**config.mk**
```make
export PLATFORM = sky130hd
export DESIGN_NAME = skid_reg
export DESIGN_NICKNAME = d
export VERILOG_FILES = /design/src/rtl/skid_reg.sv
export SDC_FILE = /design/constraint.sdc
export NUM_CORES = 1
export LEC_CHECK = 0
export BUFFER_PORTS_ARGS = -buffer_cell sky130_fd_sc_hd__buf_2
export CORE_AREA = 2 2 144 90
export CTS_CLUSTER_DIAMETER = 150
export DETAILED_ROUTE_END_ITERATION = 7
export DIE_AREA = 0 0 146 92
export GPL_TIMING_DRIVEN = 0
export PLACE_DENSITY = 0.39
export SYNTH_ARGS = -nofsm -noshare
export SYNTH_HDL_FRONTEND = slang
export SYNTH_SLANG_ARGS = --single-unit
```
**constraint.sdc**
```tcl
create_clock -name clk_i -period 2.2 [get_ports clk_i]
set_input_delay 0.33 -clock clk_i [delete_from_list [all_inputs] [get_ports clk_i]]
set_output_delay 0.33 -clock clk_i [all_outputs]
set_load 0.005 [all_outputs]
```
**src/rtl/skid_reg.sv**
```systemverilog
// ---------------------------------------------------------------------------
// skid_reg : two-entry valid/ready pipeline register with fully registered I/O
// Rev 1.0
// ---------------------------------------------------------------------------
`default_nettype none

module skid_reg #(
  parameter int DATA_WIDTH = 32
) (
  input  logic                  clk_i,
  input  logic                  rst_n_i,
  input  logic                  flush_i,
  input  logic                  s_valid_i,
  output logic                  s_ready_o,
  input  logic [DATA_WIDTH-1:0] s_dat_i,
  output logic                  m_valid_o,
  input  logic                  m_ready_i,
  output logic [DATA_WIDTH-1:0] m_dat_o,
  output logic [1:0]            cnt_o
);

  typedef enum logic [1:0] {
    EMPTY = 2'd0,
    BUSY  = 2'd1,
    FULL  = 2'd2
  } state_t;

  state_t                state_q, state_d;
  logic [DATA_WIDTH-1:0] main_q,  main_d;
  logic [DATA_WIDTH-1:0] skid_q,  skid_d;
  logic                  in_xfer;
  logic                  out_xfer;

  // Handshake outputs decode state flops only, so no input reaches an output.
  always_comb begin
    s_ready_o = (state_q != FULL);
    m_valid_o = (state_q != EMPTY);
    case (state_q)
      BUSY:    cnt_o = 2'd1;
      FULL:    cnt_o = 2'd2;
      default: cnt_o = 2'd0;
    endcase
  end

  assign m_dat_o  = main_q;
  assign in_xfer  = s_valid_i & s_ready_o;
  assign out_xfer = m_valid_o & m_ready_i;

  always_comb begin
    state_d = state_q;
    main_d  = main_q;
    skid_d  = skid_q;
    case (state_q)
      EMPTY: begin
        if (in_xfer) begin
          main_d  = s_dat_i;
          state_d = BUSY;
        end
      end
      BUSY: begin
        if (in_xfer && out_xfer) begin
          main_d = s_dat_i;
        end else if (in_xfer) begin
          skid_d  = s_dat_i;
          state_d = FULL;
        end else if (out_xfer) begin
          state_d = EMPTY;
        end
      end
      FULL: begin
        if (out_xfer) begin
          main_d  = skid_q;
          state_d = BUSY;
        end
      end
      default: state_d = EMPTY;
    endcase
    // Flush drops every held entry; payload registers simply keep their contents.
    if (flush_i) begin
      state_d = EMPTY;
      main_d  = main_q;
      skid_d  = skid_q;
    end
  end

  always_ff @(posedge clk_i or negedge rst_n_i) begin
    if (!rst_n_i) begin
      state_q <= EMPTY;
      main_q  <= '0;
      skid_q  <= '0;
    end else begin
      state_q <= state_d;
      main_q  <= main_d;
      skid_q  <= skid_d;
    end
  end

endmodule

`default_nettype wire

```
==> load_flow_metrics.sql <==
INSERT INTO impl_metrics (metric_group, metric, value, unit) VALUES
('run_status', 'result_of_the_run', 'completed', ''),
('power_and_ir_drop', 'clkPwrFrac', '37.5', '%'),
('power_and_ir_drop', 'peakVddDrop', '0.311', 'mV'),
('worst_setup_path', 'regToRegSetupSlack', '0.42', 'ns'),
('worst_setup_path', 'cp-end-kind', 'flip-flop', ''),
('yosys', 'synth.lib_cells_used.distinct', '19', ''),
('yosys', 'synthCells', '188', ''),
('route', 'post_drt_wl_per_cell', '14.6', 'um'),
('sta', 'period_minus_slack', '1.78', 'ns'),
('sta', 'fin_setup_tns', '0', 'ns'),
('clocking', 'clock-sinks', '66', ''),
('clocking', 'ctsRootBufferMaster', 'sky130_fd_sc_hd__clkbuf_16', ''),
('global_route', 'first_global_vias', '1903', ''),
('clocking', 'htree_levels', '3', ''),
('clocking', 'clkSlewWorstSetupHoldPaths', '0.06', 'ns'),
('flow_run', 'cap_viol_max_count', '0', ''),
('route', 'wl', '6530', 'um'),
('finish', 'layout.nets', '310', ''),
('power_and_ir_drop', 'power_frac_comb', '17.3', '%'),
('yosys', 'synthesis.area_per_instance', '15.8', 'um2'),
('clocking', 'clk_latency', '0.33', 'ns'),
('yosys', 'yosysWarningCount', '0', ''),
('floorplanning', 'fp.dieW', '146', 'um'),
('worst_setup_path', 'r2r_end', 'm_dat_o[3]$_DFFE_PN0P_', ''),
('floorplanning', 'initial_core_utilization', '24.1', '%'),
('route', 'vias_per_cell', '4.01', ''),
('placement', 'dp.final_hpwl', '4510', 'um'),
('yosys', 'syn-num-nets', '225', ''),
('power_and_ir_drop', 'power.share.switching', '23.8', '%'),
('sta', 'fmax', '563', 'MHz'),
('floorplanning', 'floorplan.io_pins', '73', ''),
('global_route', 'wire_length_of_the_first_global_routing_pass', '10900', 'um'),
('clocking', 'maximum_clock_insertion_buffer_count', '2', ''),
('clocking', 'number_of_buffers_created_by_cts', '9', ''),
('yosys', 'yosysSeqAreaShare', '55.6', '%'),
('power_and_ir_drop', 'power_leakage', '1.74', 'nW'),
('floorplanning', 'die_area', '0.0134', 'mm2'),
('worst_setup_path', 'setup.worst_path.class', 'reg2reg', ''),
('power_and_ir_drop', 'net-switching-power', '0.000863', 'W'),
('worst_setup_path', 'arrival', '1.98', 'ns'),
('yosys', 'proportion_of_netlist_area_held_by_the_largest_area_contributor', '55.6', '%'),
('placement', 'gp_congestion', '0.618', ''),
('finish', 'syn_to_final_growth', '30.2', '%'),
('yosys', 'netlist_top_cells_area', 'sky130_fd_sc_hd__dfrtp_1 (56%), sky130_fd_sc_hd__mux2_2 (34%), sky130_fd_sc_hd__mux2_4 (2.5%)', ''),
('route', 'number_of_iterations_in_the_first_detailed_routing_pass', '3', ''),
('worst_setup_path', 'worstPathRequired', '2.41', 'ns'),
('sta', 'hold_ws', '0.242', 'ns'),
('sta', 'clock-skew-final', '0.00755', 'ns'),
('floorplanning', 'rows', '32', ''),
('power_and_ir_drop', 'intPower', '0.00276', 'W'),
('route', 'detailroute.via_count', '1796', ''),
('floorplanning', 'coreArea', '0.0123', 'mm2'),
('finish', 'antenna_cells_inserted', '0', ''),
('sta', 'timing.final.max_slew_violations', '0', ''),
('sta', 'worst-slew-pin-transition', '0.339', 'ns'),
('power_and_ir_drop', 'power_per_standard_cell_area', '936', 'mW/mm2'),
('hold_path', 'min_delay_path_depth', '2', ''),
('finish', 'drive_gt1_share', '71.6', '%'),
('yosys', 'synth_area', '0.00297', 'mm2'),
('floorplanning', 'dieHeight', '92', 'um'),
('global_route', 'grt_usage', '10.9', '%'),
('route', 'ant_nets', '0', ''),
('sta', 'max_slew_margin', '77.4', '%'),
('worst_setup_path', 'crit_path_start_kind', 'flip-flop', ''),
('global_route', 'grt-ovfl-total', '0', ''),
('worst_setup_path', 'worst-path-max-fanout', '10', ''),
('global_route', 'number_of_antenna_violations_at_the_first_check_in_global_routing', '1', ''),
('placement', 'numPortBuffers', '72', ''),
('route', 'drt_first_iter_violations', '30', ''),
('clocking', 'cts_tree', 'done', ''),
('sta', 'hold_viol', '0', '');
==> synth_stat cells (all sizes together) <==
library cell and count:
dfrtp 66, a21oi 2, nor2b 1, nand3 1, clkbuf 3, o21a 1
nand2b 1, and2b 2, inv 1, nor2 3, mux2 96, o21ai 1
mux2i 1, nor3 1, or2 1, buf 7
==> flip-flops by register name (all words and copies together) (netlist names) <==
register	count
state_q	2
skid_q	32
m_dat_o	32
==> layer usage <==
| layer | share of wire (%) | GRT usage, % |
|---|---|---|
| met1 | 51 | 14.8 |
| met2 | 40 | 14.7 |
| met3 | 7.7 | 5.87 |
| met4 | 0.93 | 3.88 |
| met5 | 0.20 | 0 |
==> cells by family (layout without fill, tap and decap cells) <==
family / count (synthesis) / in the layout / share of synthesized area, %
AO/OA/AOI/OAI: 4 / 4 / 1.52
buffers and inverters: 11 / 101 / 3.54
flip-flops: 66 / 66 / 55.6
multiplexers: 97 / 97 / 37.3
AND/OR/NAND/NOR: 10 / 10 / 2.02
==> what timing repair did <==
action / in CTS / in global routing
gates resized for setup: 0 / 0
hold buffers: 1 / 0
setup buffers: 0 / 0
endpoints found under the hold margin: 21 / 0
==> layout make-up <==
class                   count  area, um2
inverters                   1       3.75
multi-input cells         111       1210
clock buffers              14        274
clock inverters             2       10.0
flip-flops and latches     66       1650
fillers                  1286       8460
repair buffers             74        400
plain buffers              10        101
well taps                 170        213
==> stage by stage <==
step / total power, W / worst slack (ns) / utilization (%) / cell area [um2]
2_1_floorplan: 0.00202 / 0.634 / - / 2970
3_3_place_gp: 0.00227 / 0.353 / 28.7 / 3540
3_5_place_dp: 0.00230 / 0.373 / 29.0 / 3570
4_1_cts: 0.00371 / 0.363 / 31.4 / 3870
5_1_grt: 0.00386 / 0.285 / 31.4 / 3870
6_report: 0.00362 / 0.425 / 31.4 / 3870
==> power groups by stage <==
stage / sequential (W) / combinational, W / clock [W]
2_1_floorplan: 0.00164 / 0.000371 / 0
3_3_place_gp: 0.00165 / 0.000626 / 0
3_5_place_dp: 0.00166 / 0.000640 / 0
4_1_cts: 0.00164 / 0.000643 / 0.00143
5_1_grt: 0.00168 / 0.000695 / 0.00149
6_report: 0.00164 / 0.000627 / 0.00136
==> cells in the final DEF (no fill, tap or decap), drive strengths merged <==
master       synthesis  layout
mux2                96      96
buf                  7      80
dfrtp               66      66
clkbuf               3      17
nor2                 3       3
and2b                2       2
clkinv               0       2
a21oi                2       2
nor2b                1       1
inv                  1       1
or2                  1       1
o21ai                1       1
nand2b               1       1
nand3                1       1
nor3                 1       1
mux2i                1       1
o21a                 1       1
dlygate4sd3          0       1
==> critical path: stages (launching register included) <==
cell                      delay, ns
sky130_fd_sc_hd__dfrtp_1       0.44
sky130_fd_sc_hd__nor2b_2       0.14
sky130_fd_sc_hd__buf_6         0.17
sky130_fd_sc_hd__o21ai_4       0.09
sky130_fd_sc_hd__a21oi_4       0.26
sky130_fd_sc_hd__buf_6         0.22
sky130_fd_sc_hd__mux2_2        0.34
==> worst max-delay path by stage <==
stage	from	endpoint	slack (ns)	cells after the start
6_report	state_q[0]$_DFFE_PN0P_	m_dat_o[3]$_DFFE_PN0P_	0.42	6
4_1_cts	state_q[0]$_DFFE_PN0P_	m_dat_o[5]$_DFFE_PN0P_	0.36	6
5_1_grt	state_q[1]$_DFFE_PN0P_	m_dat_o[20]$_DFFE_PN0P_	0.28	6
3_3_place_gp	rst_n_i	m_dat_o[18]$_DFFE_PN0P_	0.35	1
2_1_floorplan	state_q[1]$_DFFE_PN0P_	m_dat_o[0]$_DFFE_PN0P_	0.63	5
3_5_place_dp	state_q[0]$_DFFE_PN0P_	m_dat_o[19]$_DFFE_PN0P_	0.37	6
Note: power is estimated with default switching activity, not from simulation.
